==> src/rtl/mod_clk_monitor_pkg.sv <==
// Shared types and constants for the modulation-clock monitor.
package mod_clk_monitor_pkg;

    typedef enum logic [1:0] {
        ACQ  = 2'd0,
        RUN  = 2'd1,
        LOST = 2'd2
    } state_t;

    // All-ones marker published when an input never rose within a MOD period.
    function automatic logic [63:0] f_no_edge(input int unsigned cnt_w);
        return (64'd1 << cnt_w) - 64'd1;
    endfunction

endpackage

==> src/rtl/sync_edge_det.sv <==
// Synchronizer chain plus history flop; level/rise/fall valid SYNC_STAGES cycles after the pin.
// No flow control: one sample per cycle, edges are single-cycle pulses.
module sync_edge_det
    import mod_clk_monitor_pkg::*;
#(
    parameter int SYNC_STAGES = 2
) (
    input  logic i_clk,
    input  logic i_rst_n,
    input  logic i_async,
    output logic o_level,
    output logic o_rise,
    output logic o_fall
);

    logic [SYNC_STAGES-1:0] r_sync;
    logic                   r_hist;

    always_ff @(posedge i_clk) begin
        if (!i_rst_n) begin
            r_sync <= '0;
            r_hist <= 1'b0;
        end else begin
            r_sync <= {r_sync[SYNC_STAGES-2:0], i_async};
            r_hist <= r_sync[SYNC_STAGES-1];
        end
    end

    assign o_level = r_sync[SYNC_STAGES-1];
    assign o_rise  = r_sync[SYNC_STAGES-1] & ~r_hist;
    assign o_fall  = ~r_sync[SYNC_STAGES-1] & r_hist;

endmodule

==> src/rtl/mod_clk_monitor.sv <==
// Times looped-back MOD/MODN/MODL: period, high time, phases, overlap and loss of clock.
// Results registered one cycle after the synced MOD rise; no backpressure, MEAS_VALID is a pulse.
module mod_clk_monitor
    import mod_clk_monitor_pkg::*;
#(
    parameter int CNT_W       = 16,
    parameter int SYNC_STAGES = 2,
    parameter int TIMEOUT     = 4096
) (
    input  logic             i_user_clock,
    input  logic             i_reset_n,
    input  logic             i_mod_in,
    input  logic             i_modn_in,
    input  logic             i_modl_in,
    input  logic             i_ovl_clr,
    output logic [CNT_W-1:0] o_period,
    output logic [CNT_W-1:0] o_high_time,
    output logic [CNT_W-1:0] o_phase_n,
    output logic [CNT_W-1:0] o_phase_l,
    output logic             o_meas_valid,
    output logic             o_overlap_err,
    output logic             o_clk_lost
);

    localparam logic [63:0]      NO_EDGE_W = f_no_edge(CNT_W);
    localparam logic [CNT_W-1:0] NO_EDGE   = NO_EDGE_W[CNT_W-1:0];
    localparam logic [CNT_W-1:0] ONE       = CNT_W'(1);
    localparam logic [CNT_W-1:0] TO_RUN    = CNT_W'(TIMEOUT);
    // Idle count starts at 0 on the last reset cycle, so one less lands on the same cycle count.
    localparam logic [CNT_W-1:0] TO_IDLE   = CNT_W'(TIMEOUT - 1);

    function automatic logic [CNT_W-1:0] f_inc(input logic [CNT_W-1:0] v);
        return (v == NO_EDGE) ? v : v + ONE;
    endfunction

    logic w_mod_level, w_mod_rise, w_mod_fall;
    logic w_modn_level, w_modn_rise, w_modn_fall;
    logic w_modl_level, w_modl_rise, w_modl_fall;
    logic w_unused_ok;

    sync_edge_det #(.SYNC_STAGES(SYNC_STAGES)) u_sync_mod (
        .i_clk   (i_user_clock),
        .i_rst_n (i_reset_n),
        .i_async (i_mod_in),
        .o_level (w_mod_level),
        .o_rise  (w_mod_rise),
        .o_fall  (w_mod_fall)
    );

    sync_edge_det #(.SYNC_STAGES(SYNC_STAGES)) u_sync_modn (
        .i_clk   (i_user_clock),
        .i_rst_n (i_reset_n),
        .i_async (i_modn_in),
        .o_level (w_modn_level),
        .o_rise  (w_modn_rise),
        .o_fall  (w_modn_fall)
    );

    sync_edge_det #(.SYNC_STAGES(SYNC_STAGES)) u_sync_modl (
        .i_clk   (i_user_clock),
        .i_rst_n (i_reset_n),
        .i_async (i_modl_in),
        .o_level (w_modl_level),
        .o_rise  (w_modl_rise),
        .o_fall  (w_modl_fall)
    );

    // High counter only advances on synced level, so the fall pulse is implied.
    assign w_unused_ok = ^{w_mod_fall, w_modn_fall, w_modl_fall, w_modl_level};

    state_t           r_state, w_state_nxt;
    logic [CNT_W-1:0] r_idle_cnt;
    logic [CNT_W-1:0] r_per_cnt;
    logic [CNT_W-1:0] r_high_cnt;
    logic [CNT_W-1:0] r_phn_cnt, r_phl_cnt;
    logic             r_n_seen, r_l_seen;
    logic [CNT_W-1:0] r_res_period, r_res_high, r_res_phn, r_res_phl;
    logic             r_meas_valid;
    logic             r_overlap;
    logic             w_publish;

    always_ff @(posedge i_user_clock) begin
        if (!i_reset_n) begin
            r_state <= ACQ;
        end else begin
            r_state <= w_state_nxt;
        end
    end

    always_comb begin
        w_state_nxt = r_state;
        case (r_state)
            ACQ: begin
                if (w_mod_rise) begin
                    w_state_nxt = RUN;
                end else if (r_idle_cnt == TO_IDLE) begin
                    w_state_nxt = LOST;
                end
            end
            RUN: begin
                if (!w_mod_rise && (r_per_cnt == TO_RUN)) begin
                    w_state_nxt = LOST;
                end
            end
            LOST: begin
                if (w_mod_rise) begin
                    w_state_nxt = RUN;
                end
            end
            default: w_state_nxt = ACQ;
        endcase
    end

    assign w_publish = (r_state == RUN) && w_mod_rise;

    always_ff @(posedge i_user_clock) begin
        if (!i_reset_n) begin
            r_idle_cnt <= '0;
            r_per_cnt  <= '0;
            r_high_cnt <= '0;
        end else begin
            if (r_state == ACQ) begin
                r_idle_cnt <= f_inc(r_idle_cnt);
            end
            if (w_mod_rise) begin
                r_per_cnt  <= ONE;
                r_high_cnt <= ONE;
            end else begin
                r_per_cnt <= f_inc(r_per_cnt);
                if (w_mod_level) begin
                    r_high_cnt <= f_inc(r_high_cnt);
                end
            end
        end
    end

    // Phase counters freeze on the first rise of their input; a rise coinciding
    // with the MOD rise counts as zero delay.
    always_ff @(posedge i_user_clock) begin
        if (!i_reset_n) begin
            r_phn_cnt <= '0;
            r_phl_cnt <= '0;
            r_n_seen  <= 1'b0;
            r_l_seen  <= 1'b0;
        end else if (w_mod_rise) begin
            r_phn_cnt <= w_modn_rise ? '0 : ONE;
            r_phl_cnt <= w_modl_rise ? '0 : ONE;
            r_n_seen  <= w_modn_rise;
            r_l_seen  <= w_modl_rise;
        end else begin
            if (!r_n_seen) begin
                if (w_modn_rise) begin
                    r_n_seen <= 1'b1;
                end else begin
                    r_phn_cnt <= f_inc(r_phn_cnt);
                end
            end
            if (!r_l_seen) begin
                if (w_modl_rise) begin
                    r_l_seen <= 1'b1;
                end else begin
                    r_phl_cnt <= f_inc(r_phl_cnt);
                end
            end
        end
    end

    always_ff @(posedge i_user_clock) begin
        if (!i_reset_n) begin
            r_res_period <= '0;
            r_res_high   <= '0;
            r_res_phn    <= '0;
            r_res_phl    <= '0;
            r_meas_valid <= 1'b0;
        end else begin
            r_meas_valid <= w_publish;
            if (w_publish) begin
                r_res_period <= r_per_cnt;
                r_res_high   <= r_high_cnt;
                r_res_phn    <= r_n_seen ? r_phn_cnt : NO_EDGE;
                r_res_phl    <= r_l_seen ? r_phl_cnt : NO_EDGE;
            end
        end
    end

    always_ff @(posedge i_user_clock) begin
        if (!i_reset_n) begin
            r_overlap <= 1'b0;
        end else if (w_mod_level && w_modn_level) begin
            r_overlap <= 1'b1;
        end else if (i_ovl_clr) begin
            r_overlap <= 1'b0;
        end
    end

    assign o_period      = r_res_period;
    assign o_high_time   = r_res_high;
    assign o_phase_n     = r_res_phn;
    assign o_phase_l     = r_res_phl;
    assign o_meas_valid  = r_meas_valid;
    assign o_overlap_err = r_overlap;
    assign o_clk_lost    = (r_state == LOST);

endmodule

==> config.mk <==
export PLATFORM = sky130hd
export DESIGN_NAME = mod_clk_monitor
export DESIGN_NICKNAME = d
export VERILOG_FILES = /design/src/rtl/mod_clk_monitor_pkg.sv /design/src/rtl/sync_edge_det.sv /design/src/rtl/mod_clk_monitor.sv
export SDC_FILE = /design/constraint.sdc
export NUM_CORES = 1
export LEC_CHECK = 0
export ABC_AREA = 1
export CORE_ASPECT_RATIO = 0.8
export CORE_MARGIN = 2
export CORE_UTILIZATION = 30
export CTS_BUF_LIST = sky130_fd_sc_hd__clkbuf_8
export CTS_CLUSTER_DIAMETER = 120
export CTS_CLUSTER_SIZE = 12
export DETAILED_ROUTE_END_ITERATION = 10
export SYNTH_ARGS = -nofsm -noshare
export SYNTH_HDL_FRONTEND = slang
export SYNTH_SLANG_ARGS = --single-unit
==> constraint.sdc <==
create_clock -name i_user_clock -period 3.2 [get_ports i_user_clock]
set_clock_uncertainty 0.05 [all_clocks]
set_input_delay 0.32 -clock i_user_clock [delete_from_list [all_inputs] [get_ports i_user_clock]]
set_output_delay 0.32 -clock i_user_clock [all_outputs]
set_load 0.01 [all_outputs]
* After elaboration in Yosys (flattened, before gate mapping)
Index checks and enable logic that the tools add are counted.
Operators by class: multiplexer cells 30, reduce and logical (&&, ||, !) cells 14, $add $sub $neg 5, bitwise logic cells 9, eq/ne operators 20
Operator list (count):
- two-way mux 16 bit | 10
- adder 16 x 1 -> 16 bit, second input constant | 5
- equality test 16 bit, second input constant | 5
- != test 2 bit, second input constant | 9
- equality test 16 x 12 -> 1 bit, second input constant | 1
- equality test 16 x 13 -> 1 bit, second input constant | 1
- two-way mux 1 bit | 15
- AND reduction 3 bit | 3
- two-way mux 2 bit | 4
- inverter 1 bit | 6
- case mux 2 bit (3 select lines) | 1
- AND reduction 2 bit | 3
- nonzero test 2 bit | 2
- AND 1 bit | 3
- logical AND 1 bit | 3
- != test 3 bit, second input constant | 1
- equality test 2 x 1 -> 1 bit, second input constant | 1
- equality test 2 bit, second input constant | 1
- zero test 2 bit | 1
- != test 2 x 1 -> 1 bit, second input constant | 1
- OR reduction 2 bit | 1
- zero test 1 bit | 1
Word-level totals: register bits 159, input port bits 6, word-level logic and storage cells 100, output and inout port bits 67

* Depth between registers and ports, before layout
depth after elaboration 6, mapped depth 11

* Cells and area by module
A second synthesis with hierarchy kept.
Second synthesis, totals: cell total of the unflattened synthesis 1077, area, all modules 7409.6 um^2
By module, submodules not included:
- mod_clk_monitor | seq. area each 3002.9 um^2, times used 1, cells an instance 1038, area each 7109.3 um^2
- sync_edge_det | seq. area each 60.1 um^2, times used 3, cells an instance 13, area each 100.1 um^2

* Least setup slack after synthesis
No wires, ideal clock.
path type reg2reg, start point reg r_high_cnt[0], end point reg r_high_cnt[1], stages on the path, launching flop included 10, arrival 1457 ps, clock period less this slack 1623 ps, slack 1577 ps, path through dfxtp_1 ha_1 nand3_2 nor3_4 nand3_2 nand2_4 inv_2 buf_6 nor2_1 nor2_1
On the way: longest elaborated chain between the ends 3
Ends and longest elaborated chain:
- start: declaration | RTL line mod_clk_monitor.sv:74 | logic [CNT_W-1:0] r_high_cnt;
- start signal: assignment | RTL line mod_clk_monitor.sv:131 | r_high_cnt <= f_inc(r_high_cnt);
- branches (longest 3 deep; another with adder 16 x 1 -> 16 bit)
Several ways; the timed one is not identified. A chain may end at the register's enable or synchronous reset.

* Final worst setup path
start point reg u_sync_mod.r_sync[1], end point reg r_res_phn[10] (netlist: o_phase_n[10])
On the way: longest elaborated chain between the ends 2
Ends and longest elaborated chain:
- start: declaration | RTL line sync_edge_det.sv:16 | logic [SYNC_STAGES-1:0] r_sync;
- start signal: assignment | RTL line sync_edge_det.sv:24 | r_sync <= {r_sync[SYNC_STAGES-2:0], i_async};
- AND 1 bit | RTL line sync_edge_det.sv:30 | assign o_rise = r_sync[SYNC_STAGES-1] & ~r_hist;
- logical AND 1 bit | RTL line mod_clk_monitor.sv:114 | assign w_publish = (r_state == RUN) && w_mod_rise;
- end signal: assignment | RTL line mod_clk_monitor.sv:180 | r_res_phn <= r_n_seen ? r_phn_cnt : NO_EDGE;
- end: declaration | RTL line mod_clk_monitor.sv:77 | logic [CNT_W-1:0] r_res_period, r_res_high, r_res_phn, r_res_phl;
Every way passes these cells.

==> flow_summary.yaml <==
clocking:
  cts-root-buf: "clkbuf_8"
  cts_sinks: 159
  cts_tree: "done"
  cts_resized: 0
  cts_buffers: 17
  hold_buffers: 0
  htreeDepth: 4
  clk_latency_ns: 0.45
  cts_setup_buffers: 0
  path_clk_slew_ns: 0.09
  clockBufferDepth: 2
final_layout:
  diodes: 0
  syn_to_final_growth_pct: 18.79
  seq_area_mm2: 0.003183
  num-fill-cells: 2512
  nNetsFinal: 1090
  multiInputGateArea_mm2: 0.003328
  drive_gt1_share_pct: 5.775
sta:
  max-slew-margin-rel_pct: 43.34
  setup_viol: 0
  layout_min_cycle_time_ns: 2.278
  tns_ns: 0
  hold_viol: 0
  drv_slew: 0
  fmaxAchievable_mhz: 438.9
  rsz0062_at_grt: "no"
  worstMarginPinSlew_ns: 0.8489
  period_share_pct: 71.20
synthesis:
  synth-async-reset-ratio_pct: 0
  ys_seq_elements: 159
  yosysSeqAreaShare_pct: 44.26
  synth_top_area_share_pct: 44.26
  synthMostInstantiatedCell: "nand2_1"
  synth_xor_xnor_area_share_pct: 2.314
  yosys.area.top_type: "dfxtp_1"
  synthSimpleGateAreaFrac_pct: 27.66
  synthTopCellsByCount: "234 x nand2_1, 159 x dfxtp_1, 128 x nor2_1, 114 x inv_1, 90 x o21ai_0"
  synth_cell_types: 32
  synthFlopType: "dfxtp_1"
  synth_cells: 1024
  yosysWarnings: 0
  synth_area_leaders: "dfxtp_1 44%, nand2_1 12%, nor2_1 6.7%, o21ai_0 6.3%, inv_1 5.9%"
  synth-compound-area-share_pct: 15.26
  synthAdderAreaFrac_pct: 1.044
  synth_enable_flop_cells: 0
  synth_top_family_by_area: "simple AND/OR/NAND/NOR gates"
  synthMuxAreaShare_pct: 0
  syn_area_mm2: 0.007192
  synth_nets: 1036
  avgSynthCellArea_um2: 7.023
floorplan:
  die_w_um: 177.1
  start_util_pct: 30.66
  pin_count: 73
  fp.coreArea_mm2: 0.02346
  rows: 50
  dieHeight_um: 142.5
  die_area_mm2: 0.02523
grt:
  track_usage_pct: 14.51
  grt_pass1_wl_mm: 29.35
  gr-total-overflow: 0
  grt_max_degree: 84
  grt_pass1_vias: 5903
  antenna_found_initial: 0
worst_setup_path:
  cp_cell_sequence: "inv_2 -> nor2_4 -> nand2_2 -> clkinv_2 -> buf_12 -> o21ai_0 -> a31oi_1"
  critPathMaxStageDelay_ns: 0.48
  worstPathArrival_ns: 2.60
  startpoint_type: "register"
  cp-end-kind: "register"
  path_delay_family: "buffers and inverters"
  critPathRequiredTime_ns: 3.52
  critPathSlowestCell: "dfxtp_1"
  critPathMaxFanout: 76
  crit_type: "register to register"
  critPathBufInv: 3
place:
  hpwlAfterDp_mm: 12.24
  port-buffer-count: 72
  gp_congestion: 0.8212
pwr:
  internal-power_mw: 2.875
  p_leak_nw: 3.176
  combPwrFrac_pct: 5.5
  p_seq_share_pct: 53.4
  switchingPower_mw: 0.9545
  sw_frac_of_total_pct: 24.92
  powerDensity_mw_per_mm2: 448.3
  p_total_mw: 3.830
  clock_power_share_pct: 41.0
  ir_worst_vdd_uv: 232.4
detailed_routing:
  wl_per_cell_um: 12.63
  first_pass_iters: 6
  wirelength_mm: 17.72
  drt_first_iter_violations: 432
  viasPerCell: 4.627
  final_antenna_net_count: 0
  vias: 6492
  drc: 0
hold_path:
  hold_path_class: "input pin to register"
outcome:
  outcome: "completed"
job:
  max-cap-violations: 0
power groups by stage:
stage                     Sequential (mW)  Clock [mW]  Combinational [mW]
after global placement               2.09           0               0.210
after CTS                            2.05        1.62               0.213
final                                2.05        1.57               0.211
after global routing                 2.05        1.69               0.239
after detailed placement             2.09           0               0.212
after floorplan                      2.08           0               0.147
final cells by class:
class,instances,share of cell area (%)
Multi-Input combinational cell,702,38.96
Sequential cell,159,37.26
Timing Repair Buffer,79,9.139
Inverter,119,5.243
Tap cell,312,4.569
Clock buffer,18,2.900
Clock inverter,14,1.933
state kept, by name, summed over array words and instances, names as in the netlist, 16 cells and up:
name         count
o_phase_l       16
o_phase_n       16
r_per_cnt       16
r_high_cnt      16
o_high_time     16
o_period        16
r_phl_cnt       16
r_phn_cnt       16
r_idle_cnt      16
cell families after synthesis:
family          Yosys count
compound gates          206
xor+xnor                 19
fa+ha+maj                 6
buf+inv                 163
flops                   159
simple gates            471
worst register-to-register path: stages, from the launching register on:
cell,delay [ns]
dfxtp_1,0.48
inv_2,0.09
nor2_4,0.28
nand2_2,0.21
clkinv_2,0.43
buf_12,0.35
o21ai_0,0.14
a31oi_1,0.18
cells in the final DEF (no fill, tap or decap), types with 2 or more instances in the layout:
master,count
nand2_2,3
a21oi_1,69
ha_1,6
a31oi_1,38
nor2_2,5
o21ai_0,90
nand3_1,54
xnor2_1,4
o21ai_1,6
clkinv_2,3
or2_2,4
dfxtp_1,159
buf_4,6
nor2_1,128
nor3_1,14
clkinvlp_4,3
nand2_1,234
inv_2,4
nand3b_1,2
bufinv_16,3
clkbuf_8,18
clkdlybuf4s50_1,71
nand4_1,21
nand3_2,2
inv_6,3
xor2_1,15
inv_1,116
worst paths after layout:
check,depth (start not counted),from,to,slack (ns)
worst min-delay path,3,i_modn_in,u_sync_modn.r_sync[0],0.33
worst min register to register,2,u_sync_mod.r_sync[0],u_sync_mod.r_sync[1],0.37
worst max register to register,7,u_sync_mod.r_sync[1],o_phase_n[10],0.92
worst max-delay path,7,u_sync_mod.r_sync[1],o_phase_n[10],0.92
through the flow:
| stage | instances | area (um^2) | setup slack, ns | hold slack [ns] | util [%] |
|---|---|---|---|---|---|
| global placement | 1371 | 8130 | 1.057 | 0.3506 | 34.66 |
| finish | 1403 | 8543 | 0.9217 | 0.3340 | 36.42 |
| detailed placement | 1371 | 8130 | 0.9510 | 0.3482 | 34.66 |
| floorplan | 1024 | 7192 | 1.577 | 0.3405 | - |
| global route | 1403 | 8543 | 0.6839 | 0.3234 | 36.42 |
| CTS | 1403 | 8543 | 0.9257 | 0.3069 | 36.42 |
layer usage:
layer  up-vias  track usage, %  part of all wire, %
li1       3437               -                    -
met1      2945           20.60                   55
met2        97           21.85                   41
met3        13           3.980                  4.0
met4         0           3.132                 0.94
met5         -               0                    0
No activity file was read; power rests on OpenSTA's default activity.
